<file path="src/rtl/threshold_coincidence_trigger_pkg.sv">
// rtl/threshold_coincidence_trigger_pkg.sv - shared types and widths for the coincidence trigger
package threshold_coincidence_trigger_pkg;

  typedef enum logic [1:0] {
    ST_IDLE    = 2'd0,
    ST_COLLECT = 2'd1,
    ST_FIRE    = 2'd2,
    ST_HOLDOFF = 2'd3
  } trig_state_e;

  // Width of the trigger and expired-window event counters
  localparam int CNT16_W = 16;

  // Counter width for a cycle count of n; counters hold at most n-1, never narrower than one bit
  function automatic int cnt_width(input int n);
    return (n < 2) ? 1 : $clog2(n);
  endfunction

endpackage

</file>
<file path="src/rtl/threshold_coincidence_trigger_popcount_prio.sv">
// rtl/threshold_coincidence_trigger_popcount_prio.sv - popcount and lowest set index of a channel vector
module trig_popcount_prio #(
  parameter int NUM_CH = 8,
  parameter int CNT_W  = $clog2(NUM_CH + 1),
  parameter int IDX_W  = $clog2(NUM_CH)
) (
  input  logic [NUM_CH-1:0] i_vec,
  output logic [CNT_W-1:0]  o_count,
  output logic [IDX_W-1:0]  o_low_idx,
  output logic              o_any
);

  // Count set bits and find the lowest set index; scanning downward leaves the lowest one last
  always_comb begin
    o_count   = '0;
    o_low_idx = '0;
    o_any     = |i_vec;
    for (int i = 0; i < NUM_CH; i++) begin
      o_count = o_count + CNT_W'(i_vec[i]);
    end
    for (int i = NUM_CH - 1; i >= 0; i--) begin
      if (i_vec[i]) begin
        o_low_idx = IDX_W'(i);
      end
    end
  end

endmodule

</file>
<file path="src/rtl/threshold_coincidence_trigger.sv">
// rtl/threshold_coincidence_trigger.sv - M-of-N coincidence trigger with window, fire pulse and holdoff
module threshold_coincidence_trigger
  import threshold_coincidence_trigger_pkg::*;
#(
  parameter int NUM_CH      = 8,
  parameter int TS_W        = 16,
  parameter int WIN_CYC     = 4,
  parameter int HOLDOFF_CYC = 16
) (
  input  logic                     rx_std_clkout,
  input  logic                     rst_n,
  input  logic                     cfg_enable,
  input  logic [5:0]               cfg_min_hits,
  input  logic [NUM_CH-1:0]        cfg_ch_mask,
  input  logic [NUM_CH-1:0]        ch_decision,
  input  logic [NUM_CH*TS_W-1:0]   ch_time_stamp,
  output logic [TS_W-1:0]          triggering_time_stamp,
  output logic [NUM_CH-1:0]        trig_hit_mask,
  output logic                     threshold_decision_to_DRAM_ctrl,
  output logic                     trig_busy,
  output logic [CNT16_W-1:0]       trig_count,
  output logic [CNT16_W-1:0]       expired_count
);

  localparam int WIN_W = cnt_width(WIN_CYC);
  localparam int HO_W  = cnt_width(HOLDOFF_CYC);
  localparam int PC_W  = $clog2(NUM_CH + 1);
  localparam int IDX_W = $clog2(NUM_CH);
  localparam logic [WIN_W-1:0] WIN_LAST = WIN_W'(WIN_CYC - 1);
  localparam logic [HO_W-1:0]  HO_LAST  = HO_W'(HOLDOFF_CYC - 1);
  localparam bit               WIN_ONE  = (WIN_CYC == 1);

  trig_state_e         r_state;
  trig_state_e         w_state_next;
  logic [NUM_CH-1:0]   r_acc;
  logic [WIN_W-1:0]    r_win_cnt;
  logic [HO_W-1:0]     r_ho_cnt;
  logic [TS_W-1:0]     r_ts_lat;
  logic [TS_W-1:0]     r_trig_ts;
  logic [NUM_CH-1:0]   r_trig_mask;
  logic                r_pulse;
  logic [CNT16_W-1:0]  r_trig_count;
  logic [CNT16_W-1:0]  r_exp_count;

  logic [NUM_CH-1:0]   w_hits;
  logic [NUM_CH-1:0]   w_acc_next;
  logic [PC_W-1:0]     w_pop;
  logic [IDX_W-1:0]    w_low_idx;
  logic                w_any;
  logic [5:0]          w_eff_min;
  logic                w_fire_ok;
  logic [TS_W-1:0]     w_ts_low;
  logic                w_open;
  logic                w_fire;
  logic                w_expire;

  // The accumulator is always clear in IDLE, so one counter serves both the opening and the collecting case
  assign w_hits     = ch_decision & cfg_ch_mask;
  assign w_acc_next = ((r_state == ST_IDLE) ? '0 : r_acc) | w_hits;
  assign w_eff_min  = (cfg_min_hits == 6'd0) ? 6'd1 : cfg_min_hits;
  assign w_fire_ok  = (8'(w_pop) >= 8'(w_eff_min));
  assign w_ts_low   = ch_time_stamp[int'(w_low_idx)*TS_W +: TS_W];

  trig_popcount_prio #(
    .NUM_CH (NUM_CH),
    .CNT_W  (PC_W),
    .IDX_W  (IDX_W)
  ) u_popcount_prio (
    .i_vec     (w_acc_next),
    .o_count   (w_pop),
    .o_low_idx (w_low_idx),
    .o_any     (w_any)
  );

  // State register
  always_ff @(posedge rx_std_clkout or negedge rst_n) begin
    if (!rst_n) begin
      r_state <= ST_IDLE;
    end else begin
      r_state <= w_state_next;
    end
  end

  // Next state and event strobes; fire takes priority over the window closing in the same cycle
  always_comb begin
    w_state_next = r_state;
    w_open       = 1'b0;
    w_fire       = 1'b0;
    w_expire     = 1'b0;
    if (!cfg_enable) begin
      w_state_next = ST_IDLE;
    end else begin
      case (r_state)
        ST_IDLE: begin
          if (w_any) begin
            w_open = 1'b1;
            if (w_fire_ok) begin
              w_fire       = 1'b1;
              w_state_next = ST_FIRE;
            end else if (WIN_ONE) begin
              w_expire     = 1'b1;
              w_state_next = ST_IDLE;
            end else begin
              w_state_next = ST_COLLECT;
            end
          end
        end
        ST_COLLECT: begin
          if (w_fire_ok) begin
            w_fire       = 1'b1;
            w_state_next = ST_FIRE;
          end else if (r_win_cnt == WIN_LAST) begin
            w_expire     = 1'b1;
            w_state_next = ST_IDLE;
          end
        end
        ST_FIRE: begin
          w_state_next = ST_HOLDOFF;
        end
        ST_HOLDOFF: begin
          if (r_ho_cnt == HO_LAST) begin
            w_state_next = ST_IDLE;
          end
        end
        default: begin
          w_state_next = ST_IDLE;
        end
      endcase
    end
  end

  // Window accumulation, latched trigger results, holdoff timing and event counters
  always_ff @(posedge rx_std_clkout or negedge rst_n) begin
    if (!rst_n) begin
      r_acc        <= '0;
      r_win_cnt    <= '0;
      r_ho_cnt     <= '0;
      r_ts_lat     <= '0;
      r_trig_ts    <= '0;
      r_trig_mask  <= '0;
      r_pulse      <= 1'b0;
      r_trig_count <= '0;
      r_exp_count  <= '0;
    end else begin
      r_pulse <= w_fire;

      if (w_state_next == ST_IDLE) begin
        r_acc <= '0;
      end else if (w_open || r_state == ST_COLLECT) begin
        r_acc <= w_acc_next;
      end

      if (w_state_next == ST_IDLE) begin
        r_win_cnt <= '0;
      end else if (w_open) begin
        r_win_cnt <= WIN_W'(1);
      end else if (r_state == ST_COLLECT && w_state_next == ST_COLLECT) begin
        r_win_cnt <= r_win_cnt + 1'b1;
      end

      if (w_open) begin
        r_ts_lat <= w_ts_low;
      end

      if (w_fire) begin
        r_trig_ts    <= w_open ? w_ts_low : r_ts_lat;
        r_trig_mask  <= w_acc_next;
        r_trig_count <= r_trig_count + 1'b1;
      end

      if (w_expire) begin
        r_exp_count <= r_exp_count + 1'b1;
      end

      if (r_state == ST_HOLDOFF && w_state_next == ST_HOLDOFF) begin
        r_ho_cnt <= r_ho_cnt + 1'b1;
      end else begin
        r_ho_cnt <= '0;
      end
    end
  end

  assign triggering_time_stamp           = r_trig_ts;
  assign trig_hit_mask                   = r_trig_mask;
  assign threshold_decision_to_DRAM_ctrl = r_pulse;
  assign trig_busy                       = (r_state != ST_IDLE);
  assign trig_count                      = r_trig_count;
  assign expired_count                   = r_exp_count;

endmodule

</file>
<file path="config.mk">
export PLATFORM = sky130hd
export DESIGN_NAME = threshold_coincidence_trigger
export DESIGN_NICKNAME = d
export VERILOG_FILES = /design/src/rtl/threshold_coincidence_trigger_pkg.sv /design/src/rtl/threshold_coincidence_trigger_popcount_prio.sv /design/src/rtl/threshold_coincidence_trigger.sv
export SDC_FILE = /design/constraint.sdc
export NUM_CORES = 1
export LEC_CHECK = 0
export ABC_AREA = 1
export CELL_PAD_IN_SITES_DETAIL_PLACEMENT = 0
export CELL_PAD_IN_SITES_GLOBAL_PLACEMENT = 1
export CORE_ASPECT_RATIO = 0.8
export CORE_MARGIN = 2
export CORE_UTILIZATION = 29
export CTS_BUF_LIST = sky130_fd_sc_hd__clkbuf_8
export DETAILED_ROUTE_END_ITERATION = 8
export GPL_TIMING_DRIVEN = 0
export PLACE_DENSITY_LB_ADDON = 0.1
export SETUP_SLACK_MARGIN = 0.5
export SYNTH_ARGS = -nofsm -noshare
export SYNTH_HDL_FRONTEND = slang
export SYNTH_HIERARCHICAL = 1
export SYNTH_SLANG_ARGS = --single-unit
</file>
<file path="constraint.sdc">
create_clock -name rx_std_clkout -period 4.7 [get_ports rx_std_clkout]
set_input_delay 0.94 -clock rx_std_clkout [delete_from_list [all_inputs] [get_ports rx_std_clkout]]
set_output_delay 0.94 -clock rx_std_clkout [all_outputs]
set_load 0.01 [all_outputs]
</file>
==> results.sh <==
export IMPL_status="finished clean"
export IMPL_placed_cells=1193
export IMPL_synth_edff_count=0
export IMPL_critPathMaxFanout=8
export IMPL_cts_tree="done"
export IMPL_max_clock_freq_mhz=217
export IMPL_grt_pass1_wl_um=30800
export IMPL_num_rows=44
export IMPL_cts_root_buf="clkbuf_8"
export IMPL_synth_warnings=6
export IMPL_period_share_pct=98.1
export IMPL_grt_antenna_before_repair=0
export IMPL_syn_area_per_cell_um2=7.53
export IMPL_finClkSkew_ns=0.0196
export IMPL_vias=5715
export IMPL_drive_above_1_share_pct=15.0
export IMPL_drc=0
export IMPL_synth_cells=729
export IMPL_hold_violations=0
export IMPL_die_h_um=127
export IMPL_hpwlAfterDp_um=15300
export IMPL_ir_drop_mv=0.241
export IMPL_ys_top_cells_by_area="dfrtp_1, nand2_1, nor2_1"
export IMPL_slew_headroom_pct=54.0
export IMPL_die_area_mm2=0.0201
export IMPL_drv_slew=0
export IMPL_p_sw_share_pct=44.5
export IMPL_numPortBuffers=210
export IMPL_internal_power_mw=2.43
export IMPL_clockBufferDepth=2
export IMPL_p_seq_share_pct=26.4
export IMPL_async_reset_ff_share_pct=100
export IMPL_synth_top_family_by_area="simple AND/OR/NAND/NOR gates"
export IMPL_synth_seq_cells=89
export IMPL_hold_path_class="reg2reg"
export IMPL_die_x_um=158
export IMPL_wl_per_cell_um=15.8
export IMPL_synthSimpleGateAreaFrac_pct=26.5
export IMPL_synthesis_area_mm2=0.00549
export IMPL_clock_sinks=89
export IMPL_core_area_mm2=0.0183
export IMPL_synthXorXnorAreaFrac_pct=4.79
export IMPL_fin_crit_ns=4.61
export IMPL_synth_largest_area_cell="dfrtp_1"
export IMPL_clk_pin_slew_ns=0.10
export IMPL_whs_ns=0.465
export IMPL_final_setup_viol_count=0
export IMPL_cap_violations=0
export IMPL_grt_pass1_vias=5685
export IMPL_place_congestion=0.843
export IMPL_cp_end_kind="register"
export IMPL_synth_net_count=898
export IMPL_firstDrtPassIters=4
export IMPL_grt_max_degree=48
export IMPL_worst_pin_slew_ns=0.688
export IMPL_synthAdderAreaFrac_pct=4.19
export IMPL_power_density_mw_per_mm2=500
export IMPL_synth_commonest_cells="nand2_1, nor2_1, dfrtp_1, o21ai_0, inv_1"
export IMPL_yosysSeqAreaShare_pct=40.6
export IMPL_critPathLaunchType="input pin"
export IMPL_drtAntennaViolNets=0
export IMPL_diodes=0
export IMPL_crit_type="in2reg"
export IMPL_io_pins=211
export IMPL_cts_buffers=9
export IMPL_fin_util_pct=47.9
export IMPL_synth_top_area_share_pct=40.6
export IMPL_nets=1149
export IMPL_synth_most_common_cell="nand2_1"
export IMPL_wl_um=19600
export IMPL_power_frac_clock_pct=13.7
export IMPL_synth_flop_cell="dfrtp_1"
export IMPL_rsz0062_at_grt="yes"
export IMPL_grt_ovfl_total=0
export IMPL_instances_no_fill=1238
export IMPL_synth_compound_area_share_pct=17.4
export IMPL_area_growth_pct=59.8
export IMPL_clk_insertion_delay_late_ns=0.38
export IMPL_power_frac_comb_pct=59.8
export IMPL_htree_levels=3
export IMPL_synth_mux_area_share_pct=0
export IMPL_via_per_inst=4.62
export IMPL_synthDistinctLibCells=39
export IMPL_switchingPower_mw=1.95
export IMPL_grt_total_usage_pct=19.7
export IMPL_fin_setup_tns_ns=0
export IMPL_start_util_pct=29.9
export IMPL_drt_iter0_drc=292
export IMPL_arrival_ns=4.85
export IMPL_power_leakage_nw=3.79
export IMPL_cp_data_required_time_ns=4.94
==> final timing paths <==
kind | startpoint | endpoint | slack (ns) | cells after the start
setup / recovery | cfg_ch_mask[1] | triggering_time_stamp[8] | 0.09 | 22
hold / removal | r_ho_cnt[0] | r_ho_cnt[0] | 0.47 | 1
setup reg to reg | r_state[0] | triggering_time_stamp[8] | 0.12 | 23
hold reg to reg | r_ho_cnt[0] | r_ho_cnt[0] | 0.47 | 1
max in group asynchronous | rst_n | r_ts_lat[12] | 3.49 | 2
min in group asynchronous | rst_n | trig_count[15] | 0.55 | 1
==> power by group through the flow <==
stage                     registers [mW]  logic (mW)  clock network, mW
after floorplan                     1.19        1.32                  0
after global placement              1.16        2.26                  0
after detailed placement            1.16        2.27                  0
after CTS                           1.16        2.57              0.623
after global routing                1.19        2.95              0.660
final                               1.16        2.62              0.602
==> layout by cell type, fill, tap and decap left out, types with 3 or more instances in the layout <==
cell / instances
buf_4: 23
o21ai_1: 15
nand4_1: 7
dfrtp_1: 88
nand3_1: 15
nand2_2: 14
nand2_8: 4
inv_4: 3
a22o_1: 5
nand3_2: 4
ha_1: 10
clkdlybuf4s50_1: 203
nand2_1: 139
a22o_4: 3
inv_2: 8
buf_8: 4
a21oi_1: 4
o21ai_2: 6
clkbuf_1: 16
a31oi_1: 14
buf_2: 13
nor2_4: 4
clkbuf_8: 10
fa_1: 3
o21ai_0: 79
nor2_1: 122
nand2_4: 4
inv_6: 3
nor2_2: 13
xnor2_1: 14
nor3_1: 6
buf_6: 6
xor2_1: 15
o211ai_1: 32
inv_1: 40
==> critical path, cell delays in order <==
cell and delay [ns]:
buf_2 0.11, a22o_4 0.27, inv_4 0.06, fa_1 0.42, fa_1 0.51, fa_1 0.41, inv_1 0.07, ha_2 0.18
inv_2 0.04, fa_2 0.53, inv_2 0.05, ha_4 0.21, nand2_2 0.05, nand3_2 0.10, nand2_4 0.11, nand2_8 0.09
buf_4 0.17, nand2_8 0.10, clkinv_8 0.09, buf_8 0.14, nor2_1 0.11, a31oi_2 0.05
==> flip-flops by register name, summed over array words and instances (netlist names), 2 cells and up <==
| signal | cells |
|---|---|
| expired_count | 16 |
| r_acc | 8 |
| triggering_time_stamp | 16 |
| trig_count | 16 |
| r_win_cnt | 2 |
| trig_hit_mask | 8 |
| r_ts_lat | 16 |
| r_state | 2 |
| r_ho_cnt | 4 |
==> logic make-up after synthesis <==
logic type                 count (synthesis)
and+or+nand+nor                          343
buffers and inverters                     88
AOI/OAI and AO/OA                        163
DFF                                       89
xor gates and xnor gates                  30
adders and majority gates                 16
==> stage by stage <==
stage,power [mW],worst slack (ns),instance area (um^2)
2_1_floorplan,2.52,0.0671,5540
3_3_place_gp,3.42,-0.949,7960
3_5_place_dp,3.43,-0.926,7980
4_1_cts,4.34,-0.0255,8550
5_1_grt,4.80,-0.0928,8770
6_report,4.38,0.0884,8770
==> metal layers <==
layer / up-vias / wire, um / GRT usage, %
li1: 2918 / - / -
met1: 2618 / 9040 / 27.0
met2: 165 / 8850 / 31.0
met3: 14 / 1510 / 6.21
met4: 0 / 157 / 3.48
met5: - / 0 / 0
==> timing repair <==
| action | CTS | global route |
|---|---|---|
| cloned | 1 | 2 |
| pin swaps | 22 | 22 |
| hold buffers | 0 | 0 |
| endpoints found under the setup margin | 73 | 73 |
| endpoints found under the hold margin | 0 | 0 |
| gates resized for setup | 75 | 43 |
| buffers inserted | 23 | 3 |
==> layout make-up <==
| cell class | count | area, um^2 |
|---|---|---|
| Clock buffer | 9 | 124 |
| Buffer | 33 | 204 |
| Multi-Input combinational cell | 552 | 3180 |
| Inverter | 55 | 244 |
| Fill cell | 1878 | 9560 |
| Sequential cell | 89 | 2230 |
| Timing Repair Buffer | 240 | 2380 |
| Clock inverter | 7 | 98.8 |
| Tap cell | 253 | 317 |
Power figures use the tool's default switching activity.
